===== src/rtl/shift_out_param.sv =====
// Parallel-to-serial output stage: captures a WIDTH-bit word on a rising
// edge of sz and emits it one bit per enabled clock, framed by fz, with a
// one-cycle done pulse after the last bit and a sticky overrun flag.
module shift_out_param #(
  parameter int WIDTH     = 24,
  parameter bit LSB_FIRST = 1'b1,
  parameter int CNT_W     = 5
) (
  input  logic             clk,
  input  logic             reset,
  input  logic [WIDTH-1:0] z_parallel,
  input  logic             sz,
  input  logic             shift_en,
  output logic             z_out,
  output logic             fz,
  output logic             done,
  output logic             overrun
);

  typedef enum logic [1:0] {
    IDLE,
    SHIFT,
    DONE
  } state_t;

  state_t             state;
  state_t             state_nxt;
  logic [WIDTH-1:0]   shreg;
  logic [WIDTH-1:0]   shifted;
  logic [CNT_W-1:0]   count;
  logic               sz_d;
  logic               start;
  logic               last;
  logic               load_bit;
  logic               shift_bit;

  assign start = sz & ~sz_d;
  assign last  = (count == CNT_W'(WIDTH - 1));

  // Next shift-register contents and the bit that lands on the output end
  always_comb begin
    shifted   = '0;
    load_bit  = 1'b0;
    shift_bit = 1'b0;
    if (LSB_FIRST) begin
      shifted   = {1'b0, shreg[WIDTH-1:1]};
      load_bit  = z_parallel[0];
      shift_bit = shifted[0];
    end else begin
      shifted   = {shreg[WIDTH-2:0], 1'b0};
      load_bit  = z_parallel[WIDTH-1];
      shift_bit = shifted[WIDTH-1];
    end
  end

  // State register
  always_ff @(posedge clk or negedge reset) begin
    if (!reset) state <= IDLE;
    else        state <= state_nxt;
  end

  // Next-state logic; DONE always leaves after one cycle
  always_comb begin
    state_nxt = state;
    unique case (state)
      IDLE:  if (start) state_nxt = SHIFT;
      SHIFT: if (shift_en && last) state_nxt = DONE;
      DONE:  state_nxt = start ? SHIFT : IDLE;
      default: state_nxt = IDLE;
    endcase
  end

  // Datapath and registered outputs; z_out mirrors the output end of shreg
  // one cycle ahead so it is valid in the same cycle fz rises
  always_ff @(posedge clk or negedge reset) begin
    if (!reset) begin
      shreg   <= '0;
      count   <= '0;
      sz_d    <= 1'b0;
      z_out   <= 1'b0;
      fz      <= 1'b0;
      done    <= 1'b0;
      overrun <= 1'b0;
    end else begin
      sz_d <= sz;
      done <= 1'b0;
      if (state != SHIFT && start) begin
        shreg   <= z_parallel;
        count   <= '0;
        z_out   <= load_bit;
        fz      <= 1'b1;
        overrun <= 1'b0;
      end else if (state == SHIFT) begin
        if (start) overrun <= 1'b1;
        if (shift_en) begin
          if (last) begin
            shreg <= '0;
            z_out <= 1'b0;
            fz    <= 1'b0;
            done  <= 1'b1;
          end else begin
            shreg <= shifted;
            count <= count + CNT_W'(1);
            z_out <= shift_bit;
          end
        end
      end
    end
  end

endmodule

===== config.mk =====
export PLATFORM = sky130hd
export DESIGN_NAME = shift_out_param
export DESIGN_NICKNAME = d
export VERILOG_FILES = /design/src/rtl/shift_out_param.sv
export SDC_FILE = /design/constraint.sdc
export NUM_CORES = 1
export LEC_CHECK = 0
export ABC_CLOCK_PERIOD_IN_PS = 2000
export CORE_UTILIZATION = 30
export DETAILED_ROUTE_END_ITERATION = 16
export PLACE_DENSITY = 0.61
export SLEW_MARGIN = 20
export SYNTH_ARGS = -nofsm -noshare
export SYNTH_HDL_FRONTEND = slang
export SYNTH_SLANG_ARGS = --single-unit

===== constraint.sdc =====
create_clock -name clk -period 2 [get_ports clk]
set_input_delay 0.4 -clock clk [delete_from_list [all_inputs] [get_ports clk]]
set_output_delay 0.4 -clock clk [all_outputs]
set_load 0.01 [all_outputs]

### Yosys cells after proc, flatten, opt, wreduce, memory -nomap -nowiden

Index checks and enable logic that the tools add are counted.

| word-level totals | value |
|---|---|
| flip-flop bits (word level) | 36 |
| output and inout port bits | 4 |
| word-level logic and storage cells | 57 |

| operators by class | value |
|---|---|
| add/subtract/negate cells | 1 |
| equal/unequal tests | 7 |
| mux-type cells | 27 |
| bitwise operators | 2 |
| reduce and logical (&&, ||, !) cells | 12 |

Operators with widths:

| kind | count |
|---|---|
| 24-bit 2-to-1 mux | 3 |
| 23-bit 2-to-1 mux | 1 |
| 5-bit 2-to-1 mux | 4 |
| 1-bit 2-to-1 mux | 16 |
| 2-bit nonzero test | 4 |
| 2-bit one-hot mux with 3 select lines | 1 |
| 2-bit AND reduction | 3 |
| 3-bit AND reduction | 2 |
| 5-bit by 1-bit adder with 5-bit output (second input constant) | 1 |
| 5-bit == test (second input constant) | 1 |
| 2-bit 2-to-1 mux | 2 |
| 2-bit by 1-bit inequality test with 1-bit output (second input constant) | 2 |
| 2-bit inequality test (second input constant) | 2 |
| 2-bit by 1-bit == test with 1-bit output (second input constant) | 1 |
| 2-bit == test (second input constant) | 1 |
| 1-bit logical AND | 2 |
| 2-bit logical NOT | 1 |
| 1-bit AND | 1 |
| 1-bit NOT | 1 |

### Longest topological paths before layout

Gate-level depths: netlist of the first run.

| depth | value |
|---|---|
| depth in word-level cells | 5 |
| depth in mapped cells | 5 |
| gate-level depth less buffers | 4 |

### Least setup slack after synthesis of the first run

No wires, ideal clock.

| timing | value |
|---|---|
| kind | register -> register |
| from | register count[0] |
| to | register shreg[17] |
| library setup time | 0.081 ns |
| data arrival time | 1.279 ns |
| required time | 1.919 ns |
| slack | 0.640 ns |
| stages on the path, launching flop included | 6 |
| period minus slack after synthesis | 1.360 ns |
| cells stage by stage | dfrtp_1 ha_1 nand4b_1 buf_1 nand3_1 a31oi_2 |

| on the way | value |
|---|---|
| word-level cells in the longest chain between the ends | 5 |

Ends and longest elaborated chain:

| element | line | RTL |
|---|---|---|
| from (decl) | 30 | `logic [CNT_W-1:0] count;` |
| from (signal assigned) | 103 | `count <= count + CNT_W'(1);` |
| 5-bit == test | 38 | `assign last = (count == CNT_W'(WIDTH - 1));` |
| 23-bit 2-to-1 mux | 96 | `if (last) begin` |
| 24-bit 2-to-1 mux | 95 | `if (shift_en) begin` |
| 24-bit 2-to-1 mux | 93 | `end else if (state == SHIFT) begin` |
| 24-bit 2-to-1 mux | 87 | `if (state != SHIFT && start) begin` |
| to (signal assigned) | 88 | `shreg <= z_parallel;` |
| to (signal assigned) | 102 | `shreg <= shifted;` |
| to (decl) | 28 | `logic [WIDTH-1:0] shreg;` |

Every way passes these cells. The select of a mux whose other input is x is not followed.
A chain may end at the register's enable or synchronous reset.

### Final worst setup path of the first run

| timing | value |
|---|---|
| from | register overrun |
| to | output overrun |

RTL lines:

| element | line | RTL |
|---|---|---|
| from (decl) | 17 | `output logic overrun` |
| from (signal assigned) | 83 | `overrun <= 1'b0;` |
| from (signal assigned) | 92 | `overrun <= 1'b0;` |
| from (signal assigned) | 94 | `if (start) overrun <= 1'b1;` |

No word-level cell between the ends.

==> results of run 1 <==
-- flip-flops by register name, indices dropped and copies added (netlist names) --
| signal | count |
|---|---|
| state | 2 |
| sz_d | 1 |
| shreg | 24 |
| done | 1 |
| overrun | 1 |
| count | 5 |
| fz | 1 |
-- worst paths after layout --
path / start / end / depth (start not counted)
min reg2reg: count[4] / count[4] / 1
max in group asynchronous: reset / shreg[6] / 2
min: count[4] / count[4] / 1
min in group asynchronous: reset / shreg[14] / 2
max: overrun / overrun / 1
max reg2reg: count[0] / count[1] / 5
-- cell usage in the layout (no fill, tap or decap), types with 2 or more instances in the layout --
| cell type | n |
|---|---|
| dfrtp_1 | 35 |
| clkdlybuf4s50_1 | 31 |
| nand3_1 | 25 |
| nand2_1 | 25 |
| nor3_1 | 23 |
| a31oi_2 | 19 |
| buf_4 | 9 |
| o21ai_0 | 7 |
| clkbuf_8 | 5 |
| mux2i_1 | 4 |
| a31oi_1 | 4 |
| inv_1 | 3 |
| nor2_1 | 2 |
| and3_1 | 2 |
| o211ai_1 | 2 |
| clkbuf_1 | 2 |
| buf_12 | 2 |
-- synthesized netlist by cell type (2+ instances only) --
master | instances | area share
dfrtp_1 | 35 | 0.48
nand2_1 | 25 | 0.052
nand3_1 | 25 | 0.069
nor3_1 | 23 | 0.064
a31oi_2 | 19 | 0.13
o21ai_0 | 7 | 0.019
buf_6 | 6 | 0.037
buf_2 | 5 | 0.014
a31oi_1 | 4 | 0.014
clkbuf_1 | 4 | 0.0083
mux2i_1 | 4 | 0.022
inv_1 | 3 | 0.0062
and3_1 | 2 | 0.0069
nor2_1 | 2 | 0.0042
o211ai_1 | 2 | 0.0083
-- cell type report --
class,count,share of cell area
clock buffer,7,0.03352
multi-input combinational,123,0.3516
inverter,3,0.004945
timing repair buffer,42,0.1835
tap,72,0.03956
sequential,35,0.3846
clock inverter,1,0.002198
-- through the flow --
stage	hold slack (ns)	cells	instance area, um2
2_1_floorplan	0.1044	178	1807
3_3_place_gp	0.4631	275	2196
3_5_place_dp	0.4785	275	2196
4_1_cts	0.4881	283	2277
5_1_grt	0.4999	283	2277
6_report	0.4846	283	2277
-- metal layers --
metal / up-vias / wire (um)
met2: 34 / 1864
li1: 701 / -
met4: 0 / 45
met5: - / 0
met3: 5 / 211
met1: 686 / 1870
-- power groups by stage --
stage	Combinational, mW	Clock, mW	Sequential (mW)
6_report	0.948	0.487	1.17
2_1_floorplan	0.710	0	1.14
4_1_cts	0.966	0.506	1.17
3_5_place_dp	0.967	0	1.17
3_3_place_gp	0.938	0	1.17
5_1_grt	1.06	0.542	1.20
-- cells by family after synthesis --
| group | after synthesis |
|---|---|
| compound gates | 33 |
| fa+ha+maj | 1 |
| buf+inv | 20 |
| flops | 35 |
| mux | 5 |
| simple gates | 84 |
==> summary.txt, run 1 <==
Clock network
  – Hold_buf cts: 0
  – Num CTS Buffers: 5
  – Clock latency on the worst-skew pair: roughly 0.28 ns
  – # resized after CTS: 0
  – CTS Sinks: 35
  – Setup bufs post-CTS: 0
  – H-tree depth: 2
  – Root Driver: clkbuf_8
  – Reg clk slew, reported paths: 0.07 ns
  – Clock Tree Buf Depth: 2
  – CTS tree: yes

Power
  – Clock power share: 0.187
  – Leakage: ~0.9 nW
  – Max VDD drop: around 490 uV
  – Final Power: between 2 and 3 mW
  – Pwr per Cell Area: 1142 nW/um2
  – Internal Pwr Total: ~1.7 mW
  – Sw Ratio: 0.3358
  – Psw: 0.8735 mW
  – Logic gate share of total power: 0.364
  – Register share of total power: 0.449

Place
  – DP Worst Slack: 0.2068 ns
  – Gpl congestion: 0.7837
  – I/O Buffers: 31
  – Hpwl dp: between 2000 and 3000 um

STA
  – Final WS setup: 0.4319 ns
  – Slew headroom: 0.7858
  – Max-slew violation count: 0
  – Setup Viol. Count Final: 0
  – Period utilization: 0.7840
  – Clk_skew: about 0.0033 ns
  – Achievable Freq: 637.7 MHz
  – Unrepaired setup endpoints after global routing: false
  – Setup Total Neg Slack: 0 ns
  – Minimum clock period: 1.568 ns
  – Worst Max-Slew Pin Slew: 0.3213 ns
  – Hold Fails Final Rpt: 0

Drt
  – Post-Route WL: 3992 um
  – Initial drt markers: 85
  – Routed wire per std cell: 14.11 um
  – DR vias: ~1400
  – DRC viols: 0
  – Vias/cell: 5.039
  – Final antenna-violating net count: 0
  – First-pass DRT Iterations: 4

Logic synthesis
  – Yosys reg bits: 35
  – Mux share of post-synthesis cell area: 0.02839
  – Synth cell types: 27
  – Syn nets: slightly above 200
  – Post-synth EDFFs: 0
  – Post-Synth Simple-Gate Area: 0.2299
  – Sequential fraction of the synthesis area: 0.4848
  – Adder and majority gate portion of the synthesized area: 0.006925
  – Synth Area in Compound Gates: 0.1780
  – Mapped cell area: between 1500 and 2000 um2
  – Post-synthesis average cell area: 10.15 um2
  – Most used DFF post-synth: dfrtp_1
  – Syn Inst Count: 178
  – Synth warn: 0
  – XOR/XNOR Fraction of Synth Area: 0
  – Largest family of logic cells by synthesized area: simple AND/OR/NAND/NOR gates
  – Asr flop ratio synth: 1.000

Global route
  – Remaining global-route overflow: 0
  – GRT met1 Usage: 0.1829
  – Total GRT Usage: 0.1454
  – Pin count of the biggest net entering global routing: 36
  – Grt met2 use: 0.2342
  – Met3 global-route usage: 0.04914
  – Initial antenna violation count: 0
  – Busiest grt layer: met2
  – Vias in the first global route: 1434
  – First-pass GRT wire length: 6989 um

Worst setup path
  – Kind of critical path: flop to output pin
  – CP cell instances: clkdlybuf4s50_1
  – Cell family with most CP delay: buffers and inverters
  – CP endpoint kind: output pin
  – Worst-path fanout max: 2
  – Critical path buffer and inverter count: 1
  – Max incr delay on CP: 0.54 ns
  – Data required, critical path: approximately 1.6 ns
  – Slowest-stage cell, CP: clkdlybuf4s50_1
  – WP data arrival: 1.17 ns
  – Startpoint types: flop
  – Flop2flop setup slack: 0.53 ns

Final layout
  – Number of diodes: 0
  – Synth-to-Final Area Change: 26.04%
  – Share of cells above drive strength 1: 0.1896
  – # fillers: 563
  – Multi-input combinational cell area: approximately 800 um2
  – Final Util: 0.4036
  – Layout net count: 239
  – Register Area: 875.8 um2

Floorplan
  – Die ar.: 6337 um2
  – # rows: 27
  – Initial Utilization: 0.3202
  – Top-Level Pins: 32
  – Core outline area: 5642 um2
  – Die height: 79.61 um
  – Chip width: roughly 80 um

Flow run
  – Max-capacitance violation count: 0

Status
  – Status: finished clean

Worst hold path
  – Hold crit path type: flop to flop
Note: power is estimated with default switching activity, not from simulation.
==> inputs of run 2 (changes only) <==
--- a/config.mk
+++ b/config.mk
@@ -5,7 +5,7 @@
 export SDC_FILE = /design/constraint.sdc
 export NUM_CORES = 1
 export LEC_CHECK = 0
-export ABC_CLOCK_PERIOD_IN_PS = 2000
+export ABC_CLOCK_PERIOD_IN_PS = 1600
 export CORE_UTILIZATION = 30
 export DETAILED_ROUTE_END_ITERATION = 16
 export PLACE_DENSITY = 0.61
==> constraint.sdc (replaced) <==
create_clock -name clk -period 1.6 [get_ports clk]
set_input_delay 0.32 -clock clk [delete_from_list [all_inputs] [get_ports clk]]
set_output_delay 0.32 -clock clk [all_outputs]
set_load 0.01 [all_outputs]
==> run 2 against run 1 <==
  * Clock power rose by 43%
  * Design area rose by 1.9%
  * Hold slack got worse by 0.070 ns
  * First-iteration DRC count fell by 2.4%
  * Flip-flop and latch count did not move
  * Global-route usage fell by 0.51 points
  * Non-clock buffer count rose by 5
  * Clock skew barely moved
  * Critical endpoint is now z_out
  * Highest routed layer unchanged
==> summary.txt, run 2 (same netlist as run 1, synthesis figures left out) <==
STA
  – Max-slew violation count: 0 (unchanged)
  – Unrepaired setup endpoints after global routing: false
  – Worst Max-Slew Pin Slew: 0.3184 ns (-0.002949 ns)
  – Clk_skew: 0.002822 ns (-0.0004998 ns)
  – Slew headroom: 0.7877 (+0.001966)
  – Setup Viol. Count Final: 0 (unchanged)
  – Period utilization: 0.9279
  – Final WS setup: 0.1154 ns (-0.3166 ns)
  – Hold Fails Final Rpt: 0 (unchanged)
  – Achievable Freq: 673.6 MHz
  – Minimum clock period: around 1.5 ns

Final layout
  – Commonest cells after routing, fill and taps aside: dfrtp_1 (35), clkdlybuf4s50_1 (31), nand3_1 (25), nand2_1 (25), nor3_1 (23)
  – Synth-to-Final Area Change: 28.46%
  – Design area: 2321 um2 (+1.9%)
  – # fillers: 581 (+3.2%)
  – Top flop regs: shreg x24, count x5, state x2
  – Layout net count: 244 (+2.1%)
  – Number of diodes: 0 (unchanged)
  – Final cell count without fillers: 288 (+1.8%)
  – Final Util: 0.4114 (+0.007762)
  – Share of cells above drive strength 1: 0.2130 (+0.02339)
  – Commonest non-fill, non-tap cell in the layout: dfrtp_1
  – Max reg flops: 24 (unchanged)
  – Register name with the most flops: shreg

Floorplan
  – Initial Utilization: 0.3202 (unchanged)
  – Top-Level Pins: 32 (unchanged)
  – Die ar.: 6337 um2 (unchanged)
  – Chip width: 79.61 um (unchanged)
  – Core outline area: 5642 um2 (unchanged)
  – # rows: 27 (unchanged)
  – Die height: 79.61 um (unchanged)

Worst hold path
  – Hold crit path type: input pin to asynchronous set/reset pin

Drt
  – Highest metal used: met4
  – Initial drt markers: 83 (-2.4%)
  – Vias/cell: 5.063 (+0.47%)
  – Final antenna-violating net count: 0 (unchanged)
  – Routed wl met3: 231 um (+9.5%)
  – Routed wire per std cell: 13.84 um (-1.9%)
  – First-pass DRT Iterations: 4 (unchanged)
  – Metal1 wirelength: 1861 um (-0.48%)
  – Met2 WL: 1850 um (-0.75%)
  – DRC viols: 0 (unchanged)
  – DR vias: 1458 (+2.2%)
  – Post-Route WL: 3987 um (-0.13%)

Status
  – Status: finished clean

Worst setup path
  – WP data arrival: 1.16 ns (about the same)
  – CP cell instances: clkdlybuf4s50_1
  – CP endpoint kind: output pin
  – Worst-path fanout max: 2 (unchanged)
  – Flop2flop setup slack: 0.15 ns (-0.38 ns)
  – Cell family with most CP delay: buffers and inverters
  – Data required, critical path: 1.28 ns (-0.32 ns)
  – Startpoint types: flop
  – Critical path buffer and inverter count: 1 (unchanged)
  – Kind of critical path: flop to output pin
  – Slowest-stage cell, CP: clkdlybuf4s50_1
  – Max incr delay on CP: 0.54 ns (about the same)

Place
  – DP Worst Slack: -0.05589 ns (-0.2627 ns)
  – Hpwl dp: 2663 um (+2.7%)
  – Gpl congestion: 0.7597 (-3.1%)
  – Placed cell area: 2221 um2 (+1.1%)
  – I/O Buffers: 31 (unchanged)
  – Inst Count DP: 280 (+1.8%)

Clock network
  – Clock Tree Buf Depth: 2 (unchanged)
  – # resized after CTS: 0 (unchanged)
  – Root Driver: clkbuf_8
  – Hold_buf cts: 0 (unchanged)
  – H-tree depth: 2 (unchanged)
  – Reg clk slew, reported paths: 0.07 ns (about the same)
  – Setup bufs post-CTS: 0 (unchanged)
  – CTS Sinks: 35 (unchanged)
  – Clock latency on the worst-skew pair: 0.28 ns (about the same)
  – CTS tree: yes
  – Num CTS Buffers: 5 (unchanged)

Power
  – Leakage: 0.9270 nW (+2.8%)
  – Max VDD drop: 571.1 uV (+16%)
  – Pwr per Cell Area: 1441 nW/um2 (+26%)

Global route
  – Vias in the first global route: 1433 (-0.070%)
  – Pin count of the biggest net entering global routing: 36 (unchanged)
  – Total GRT Usage: 0.1404 (-0.005082)
  – First-pass GRT wire length: 6851 um (-2.0%)
  – Initial antenna violation count: 0 (unchanged)
  – Remaining global-route overflow: 0 (unchanged)

Flow run
  – Max-capacitance violation count: 0 (unchanged)
## run 2: changes by cell type in the layout (fill, tap and decap cells not counted), sizes merged
cell	previous run	this run
buf	11	16
clkbuf	7	8
clkinv	1	0
## run 2: stage by stage
step / TNS (ns) / hold slack (ns) / total power, mW
global route: 0 / 0.4288 / 3.590
global placement: -0.2743 / 0.4654 / 2.638
finish: 0 / 0.4150 / 3.345
CTS: 0 / 0.4163 / 3.394
floorplan: 0 / 0.02441 / 2.311
detailed placement: -0.5739 / 0.4705 / 2.670
## run 2: path summary, 6_finish.rpt
kind,from,end,depth (start not counted)
worst max-delay path,shreg[0],z_out,1
worst min-delay path,reset,shreg[14],2
worst max register to register,count[0],count[1],5
worst min register to register,count[4],count[4],1
max in group asynchronous,reset,state[1],2
min in group clk,count[4],count[4],1
## run 2: routing by layer
metal | up-vias | GRT usage
met2 | 37 | 0.2265
met3 | 5 | 0.03429
met1 | 707 | 0.1794
li1 | 709 | -
met5 | - | 0
met4 | 0 | 0.05455
## run 2: power breakdown
| group | leakage, nW | internal [mW] | switching, mW |
|---|---|---|---|
| sequential | 0.440 | 1.24 | 0.220 |
| combinational | 0.435 | 0.617 | 0.572 |
| clock | 0.0515 | 0.393 | 0.302 |
## run 2: area by class of cell
| cell class | count | area, um2 | area share |
|---|---|---|---|
| Clock buffer | 8 | 100.1 | 0.04313 |
| Multi-Input combinational cell | 123 | 800.8 | 0.3450 |
| Tap cell | 72 | 90.09 | 0.03881 |
| Timing Repair Buffer | 47 | 442.9 | 0.1908 |
| Sequential cell | 35 | 875.8 | 0.3774 |
| Inverter | 3 | 11.26 | 0.004852 |
